### config.mk
export PLATFORM = sky130hd
export DESIGN_NAME = id_hazard_ctrl
export DESIGN_NICKNAME = d
export VERILOG_FILES = /design/src/rtl/id_hazard_ctrl.sv
export SDC_FILE = /design/constraint.sdc
export NUM_CORES = 1
export LEC_CHECK = 0
export CAP_MARGIN = 15
export CORE_MARGIN = 8
export CORE_UTILIZATION = 50
export CTS_CLUSTER_SIZE = 30
export DETAILED_ROUTE_END_ITERATION = 10
export PLACE_DENSITY_LB_ADDON = 0.15
export SETUP_SLACK_MARGIN = 0.1
export SLEW_MARGIN = 20
export SYNTH_ARGS = -nofsm -noshare
export SYNTH_HDL_FRONTEND = slang
export SYNTH_SLANG_ARGS = --single-unit
### constraint.sdc
create_clock -name clk -period 5 [get_ports clk]
set_input_delay 1.5 -clock clk [delete_from_list [all_inputs] [get_ports clk]]
set_output_delay 1.5 -clock clk [all_outputs]
set_load 0.02 [all_outputs]
### src/rtl/id_hazard_ctrl.sv
// Decode-stage issue controller: per-register pending-write scoreboard,
// RAW/saturation stall, branch hold in BR_WAIT with taken-flush and timeout recovery.
module id_hazard_ctrl #(
  parameter int NREG       = 16,
  parameter int CNT_W      = 2,
  parameter int BR_TIMEOUT = 15
) (
  input  logic       clk,
  input  logic       rst,
  input  logic       id_valid,
  input  logic [3:0] id_rs_addr,
  input  logic       id_rs_used,
  input  logic [3:0] id_rt_addr,
  input  logic       id_rt_used,
  input  logic [3:0] id_wr_addr,
  input  logic       id_regwrite,
  input  logic       id_ctrl,
  input  logic       ex_res_valid,
  input  logic       ex_taken,
  input  logic       wb_regwrite,
  input  logic [3:0] wb_addr,
  output logic       pc_en,
  output logic       pc_sel_target,
  output logic       ifid_en,
  output logic       ifid_flush,
  output logic       idex_bubble,
  output logic       issue,
  output logic       sb_err
);

  localparam int TMO_W = $clog2(BR_TIMEOUT + 1);

  typedef enum logic [0:0] {
    RUN     = 1'b0,
    BR_WAIT = 1'b1
  } state_t;

  state_t            r_state;
  logic [CNT_W-1:0]  r_pend [NREG];
  logic [TMO_W-1:0]  r_tmo;
  logic              r_sb_err;

  logic              w_rs_busy;
  logic              w_rt_busy;
  logic              w_wr_sat;
  logic              w_hazard;
  logic              w_tmo_hit;
  logic              w_tmo_err;
  logic              w_underflow;
  logic [NREG-1:0]   w_inc_vec;
  logic [NREG-1:0]   w_dec_vec;

  // Write-back is not bypassed: a counter only drops at the edge, matching the bank's write timing.
  assign w_rs_busy = id_rs_used  & (|r_pend[id_rs_addr]);
  assign w_rt_busy = id_rt_used  & (|r_pend[id_rt_addr]);
  assign w_wr_sat  = id_regwrite & (&r_pend[id_wr_addr]);
  assign w_hazard  = w_rs_busy | w_rt_busy | w_wr_sat;

  assign w_tmo_hit = (r_tmo == TMO_W'(BR_TIMEOUT - 1));
  assign w_tmo_err = (r_state == BR_WAIT) & ~ex_res_valid & w_tmo_hit;

  // A retire that cancels against a same-register issue is a net no-op, not an underflow.
  assign w_underflow = wb_regwrite & ~(|r_pend[wb_addr]) &
                       ~(issue & id_regwrite & (id_wr_addr == wb_addr));

  assign sb_err = r_sb_err;

  // Per-register increment/decrement strobes for this edge.
  always_comb begin
    w_inc_vec = {NREG{1'b0}};
    w_dec_vec = {NREG{1'b0}};
    for (int i = 0; i < NREG; i++) begin
      w_inc_vec[i] = issue & id_regwrite & (id_wr_addr == 4'(i));
      w_dec_vec[i] = wb_regwrite & (wb_addr == 4'(i));
    end
  end

  // Pipeline control outputs from current state and decode/EX inputs.
  always_comb begin
    pc_en         = 1'b0;
    pc_sel_target = 1'b0;
    ifid_en       = 1'b0;
    ifid_flush    = 1'b0;
    idex_bubble   = 1'b1;
    issue         = 1'b0;
    if (!rst) begin
      idex_bubble = 1'b1;
    end else begin
      case (r_state)
        RUN: begin
          issue = id_valid & ~w_hazard;
          if (id_valid && w_hazard) begin
            pc_en   = 1'b0;
            ifid_en = 1'b0;
          end else if (!id_valid) begin
            pc_en   = 1'b1;
            ifid_en = 1'b1;
          end else begin
            pc_en       = 1'b1;
            ifid_en     = 1'b1;
            idex_bubble = 1'b0;
          end
        end
        BR_WAIT: begin
          if (ex_res_valid && ex_taken) begin
            pc_en         = 1'b1;
            pc_sel_target = 1'b1;
            ifid_flush    = 1'b1;
          end else if (!ex_res_valid && w_tmo_hit) begin
            ifid_flush = 1'b1;
          end else begin
            pc_en = 1'b0;
          end
        end
        default: begin
          issue = 1'b0;
        end
      endcase
    end
  end

  // Scoreboard counters; saturation is prevented upstream by the hazard stall.
  always_ff @(posedge clk) begin
    if (!rst) begin
      for (int i = 0; i < NREG; i++) begin
        r_pend[i] <= {CNT_W{1'b0}};
      end
    end else begin
      for (int i = 0; i < NREG; i++) begin
        if (w_inc_vec[i] && !w_dec_vec[i]) begin
          r_pend[i] <= r_pend[i] + CNT_W'(1);
        end else if (w_dec_vec[i] && !w_inc_vec[i] && (|r_pend[i])) begin
          r_pend[i] <= r_pend[i] - CNT_W'(1);
        end else begin
          r_pend[i] <= r_pend[i];
        end
      end
    end
  end

  // Branch-hold FSM, timeout counter and sticky error flag.
  always_ff @(posedge clk) begin
    if (!rst) begin
      r_state  <= RUN;
      r_tmo    <= {TMO_W{1'b0}};
      r_sb_err <= 1'b0;
    end else begin
      r_sb_err <= r_sb_err | w_underflow | w_tmo_err;
      case (r_state)
        RUN: begin
          if (issue && id_ctrl) begin
            r_state <= BR_WAIT;
            r_tmo   <= {TMO_W{1'b0}};
          end else begin
            r_state <= RUN;
          end
        end
        BR_WAIT: begin
          if (ex_res_valid || w_tmo_hit) begin
            r_state <= RUN;
          end else begin
            r_tmo <= r_tmo + TMO_W'(1);
          end
        end
        default: begin
          r_state <= RUN;
        end
      endcase
    end
  end

endmodule
; Word-level counts from Yosys, hierarchy flattened
; Memory sizes are Yosys's and may differ from the RTL's.
; Index checks and enable logic that the tools add are counted.
[totals]
register_bits = 6
latchBits = 0
mem_bits_rw = 32
mem_bits_ro = 0
inputBits = 26
output_inout_bits = 7
elab_cells = 528
mem_count = 1
[op_classes]
addsub = 33
n_mul = 0
div = 0
magnitude_cmp = 0
n_eq_ne = 34
n_shift = 0
n_mux = 249
n_bitwise = 99
n_reduce_logical = 109
[memory_table]
columns = name, depth, width, read_ports, rd_ports_with_merged_regs, write_ports, line_no
row1 = r_pend, 16, 2, 20, 0, 16, 39  ; logic [CNT_W-1:0] r_pend [NREG];
[ops]
columns = operator, count
row1 = 2-to-1 mux 1 bit, 196
row2 = 2-to-1 mux 2 bit, 48
row3 = equality test 4 bit (second input constant), 17
row4 = logical AND 1 bit, 52
row5 = bitwise OR 1 bit, 52
row6 = AND 1 bit, 42
row7 = OR reduction 2 bit, 19
row8 = logical NOT 1 bit, 33
row9 = adder 2 x 1 -> 2 bit (second input constant), 16
row10 = equality test 4 x 3 -> 1 bit (second input constant), 8
row11 = subtractor 2 x 1 -> 2 bit (second input constant), 16
row12 = equality test 4 x 2 -> 1 bit (second input constant), 4
row13 = equality test 4 x 1 -> 1 bit (second input constant), 2
row14 = logical NOT 4 bit, 2
row15 = 2-to-1 mux 4 bit, 2
row16 = case mux 4 bit (2 select lines), 1
row17 = NOT 1 bit, 5
row18 = adder 4 x 1 -> 4 bit (second input constant), 1
row19 = equality test 4 bit, 1
row20 = != test 2 bit (second input constant), 2
row21 = case mux 1 bit (2 select lines), 2
row22 = AND reduction 2 bit, 2
row23 = logical OR 1 bit, 1

; Longest topological paths before layout
; An unclocked memory read counts as a cell.
[logic_depth]
depth_word = 20
mapped_depth = 10
mapped_depth_nobuf = 8

; Worst setup path before layout
; OpenSTA, ideal clock, no wires.
[synth_timing]
path_kind = input port to output port
startpoint = in id_wr_addr[1]
endpoint = out pc_en
arrival_ns = 3.290
t_required_ns = 3.500
setup_slack_ns = 0.210
stages = 9
path_buffers = 2
cell_sequence = buf_2 buf_4 mux2_1 o22ai_1 nor3_1 a2bb2oi_2 nor3_2 nor2_1 o22ai_1
[synth_between]
elab_chain_cells = 8
[synth_lines]
columns = element, line_no
row1 = "start, declared", 15  ; input logic [3:0] id_wr_addr,
row2 = memory read (16 x 2 bit), --
row3 = AND reduction 2 bit, 56  ; assign w_wr_sat = id_regwrite & (&r_pend[id_wr_addr]);
row4 = AND 1 bit, 56
row5 = bitwise OR 1 bit, 57  ; assign w_hazard = w_rs_busy | w_rt_busy | w_wr_sat;
row6 = logical AND 1 bit, 92  ; if (id_valid && w_hazard) begin
row7 = 2-to-1 mux 1 bit, 92
row8 = case mux 1 bit (2 select lines), 89  ; case (r_state)
row9 = 2-to-1 mux 1 bit, 86  ; if (!rst) begin
row10 = "end, declared", 22  ; output logic pc_en,
; No other way between the ends.

; Worst setup path after layout
[layout_timing]
startpoint = in id_wr_addr[0]
endpoint = out pc_en
; The elaborated chain is that of the path after synthesis.

==> flow_summary.json <==
{
  "seq_area_frac_synth_pct": 30.6,
  "yosysTopAreaCell": "edfxtp_1",
  "layout_setup_ws_ns": 0.173,
  "hold_path.class": "flip-flop to flip-flop",
  "syn_inst": 366,
  "setup_viol": 0,
  "synth_edf_count": 32,
  "leakage_nw": 1.33,
  "max_slew_margin_pct": 55.5,
  "required_ns": 3.50,
  "ys_ff_latch": 38,
  "routabilityCongestion": 0.945,
  "clock_sinks": 38,
  "grt_pass1_vias": 3173,
  "grt_usage_pct": 21.4,
  "dieArea_um2": 10000,
  "die_y_um": 100,
  "cts_root_buf": "clkbuf_8",
  "syn_nets": 395,
  "clk_path_buf_depth": 2,
  "hold_buffers": 0,
  "status": "finished, final reports clean",
  "final_cells": 496,
  "endpoint_kind": "output pin",
  "peakVddDrop_uv": 164,
  "routed_via_density": 6.86,
  "synthToLayoutAreaGrowth_pct": 16.9,
  "clock_latency_ns": 0.30,
  "ys_types": 56,
  "vias": 3403,
  "finalMaxSlewViolations": 0,
  "routed_wl_um": 10600,
  "antenna_found_initial": 0,
  "grt_max_degree": 54,
  "post_drt_wl_per_cell_um": 21.5,
  "start_kind": "input port",
  "ant_nets": 0,
  "layout_worst_path_cycle_share_pct": 96.5,
  "min_delay_path_depth": 1,
  "drt_pass1_iterations": 5,
  "ys_warn_count": 0,
  "h-tree-depth": 2,
  "dp_slack_ns": -0.735,
  "avgSynthCellArea_um2": 9.65,
  "grt_pass1_wl_um": 16700,
  "drive_gt1_share_pct": 21.3,
  "drt_iter0_markers": 173,
  "fin_nets": 428,
  "dpl-instance-area_um2": 3990,
  "fmaxAchievable_mhz": 207,
  "start_util_pct": 51.7,
  "r2r_cells": 8,
  "skew_ns": 0.00619,
  "fin_area_um2": 4130,
  "ys.flop_type": "edfxtp_1",
  "ys_top_cells_by_area": "edfxtp_1, mux4_2, nand3_1",
  "worstMarginPinSlew_ns": 0.668,
  "cts-buffers-inserted": 5,
  "hold_viol": 0,
  "fin_util_pct": 60.4,
  "synth_top_area_share_pct": 27.2,
  "portBuffers": 32,
  "arrival_ns": 3.33,
  "power_density_nw_per_um2": 214,
  "async_reset_ff_share_pct": 0,
  "io_pins": 33,
  "crit_fanout": 5,
  "fp.coreArea_um2": 6830,
  "grt.overflow.total": 0,
  "drc_errors": 0,
  "dp_hpwl_um": 7880,
  "cts_tree": "yes",
  "clkTransAtPathRegs_ns": 0.08,
  "die_w_um": 100,
  "dp.cells": 484,
  "yosysMostFrequentCell": "nand3_1",
  "critical_path_class": "input port to output pin",
  "rsz0062_at_grt": "false",
  "maxCapViolCount": 0,
  "synth_area_um2": 3530,
  "fin_crit_ns": 4.83,
  "fp-row-count": 30,
  "diodes": 0,
  "synthTopCellsByCount": "nand3_1, edfxtp_1, nor2_1"
}
cell type report:
class | count | area, um2
flip-flops and latches | 38 | 1080
multi-input cells | 291 | 2310
fillers | 610 | 2700
well taps | 96 | 120
clock inverters | 2 | 8.76
repair buffers | 57 | 517
clock buffers | 6 | 72.6
inverters | 6 | 22.5
worst max-delay path, cell delays in order:
cell and delay [ns]:
buf_2 0.13, buf_12 0.13, mux4_2 0.50, a22oi_2 0.28
a2bb2oi_2 0.12, nor3_4 0.19, buf_4 0.15, nor2_2 0.03
o22ai_1 0.12, buf_4 0.16
cell usage in the layout, fill, tap and decap left out, types with 5 or more instances in the layout:
cell type	count
buf_2	5
inv_1	5
mux4_2	18
nor2_1	25
nand3_1	51
nor4_2	7
o21ai_0	12
or4_1	11
nor2b_1	22
o21ai_1	5
buf_4	22
edfxtp_1	32
a311oi_1	15
a2111oi_0	15
nor4_1	9
nand3b_1	16
dfxtp_1	6
nand2_1	14
clkdlybuf4s50_1	19
clkbuf_8	5
metal layers:
metal	vias to the layer above	share of wire (%)	track usage, %
met5	-	0	0
met2	188	45	32.7
li1	1533	-	-
met3	35	8.9	5.33
met1	1647	43	27.9
met4	0	3.1	9.19
flip-flops by register name, summed over array words and instances (netlist names):
signal and count:
r_state 1, r_pend 32, r_tmo 4, sb_err 1
worst paths after layout:
path                               startpoint            end  slack, ns
worst min register to register         sb_err         sb_err       0.50
worst max-delay path            id_wr_addr[0]          pc_en       0.17
worst max register to register   r_pend[7][0]  r_pend[12][0]       1.98
worst min-delay path                   sb_err         sb_err       0.50
timing repair:
action	CTS	global route
cloned	1	0
gates resized for setup	35	10
setup endpoints to repair	4	4
pin swaps	3	2
setup buffers	3	0
cell families (layout without fill, tap and decap cells):
family | count (synthesis) | count (layout) | synth area share, %
buffers and inverters | 37 | 71 | 4.85
multiplexers | 25 | 25 | 13.6
AO/OA/AOI/OAI | 66 | 66 | 14.7
flip-flops | 38 | 38 | 30.6
XOR/XNOR | 6 | 6 | 1.49
adder cells (fa/ha/maj) | 3 | 3 | 1.06
AND/OR/NAND/NOR | 191 | 191 | 33.7
power breakdown:
group	total (mW)	internal, mW	switching, mW
Combinational	0.266	0.119	0.147
Sequential	0.404	0.370	0.0341
Clock	0.213	0.0961	0.117
per-stage QoR:
stage	power (mW)	setup TNS, ns	hold slack, ns
2_1_floorplan	0.564	0	0.468
3_3_place_gp	0.657	-2.30	0.488
3_5_place_dp	0.661	-2.67	0.492
4_1_cts	0.878	0	0.511
5_1_grt	0.914	0	0.540
6_report	0.884	0	0.503
Note: power is estimated with default switching activity, not from simulation.
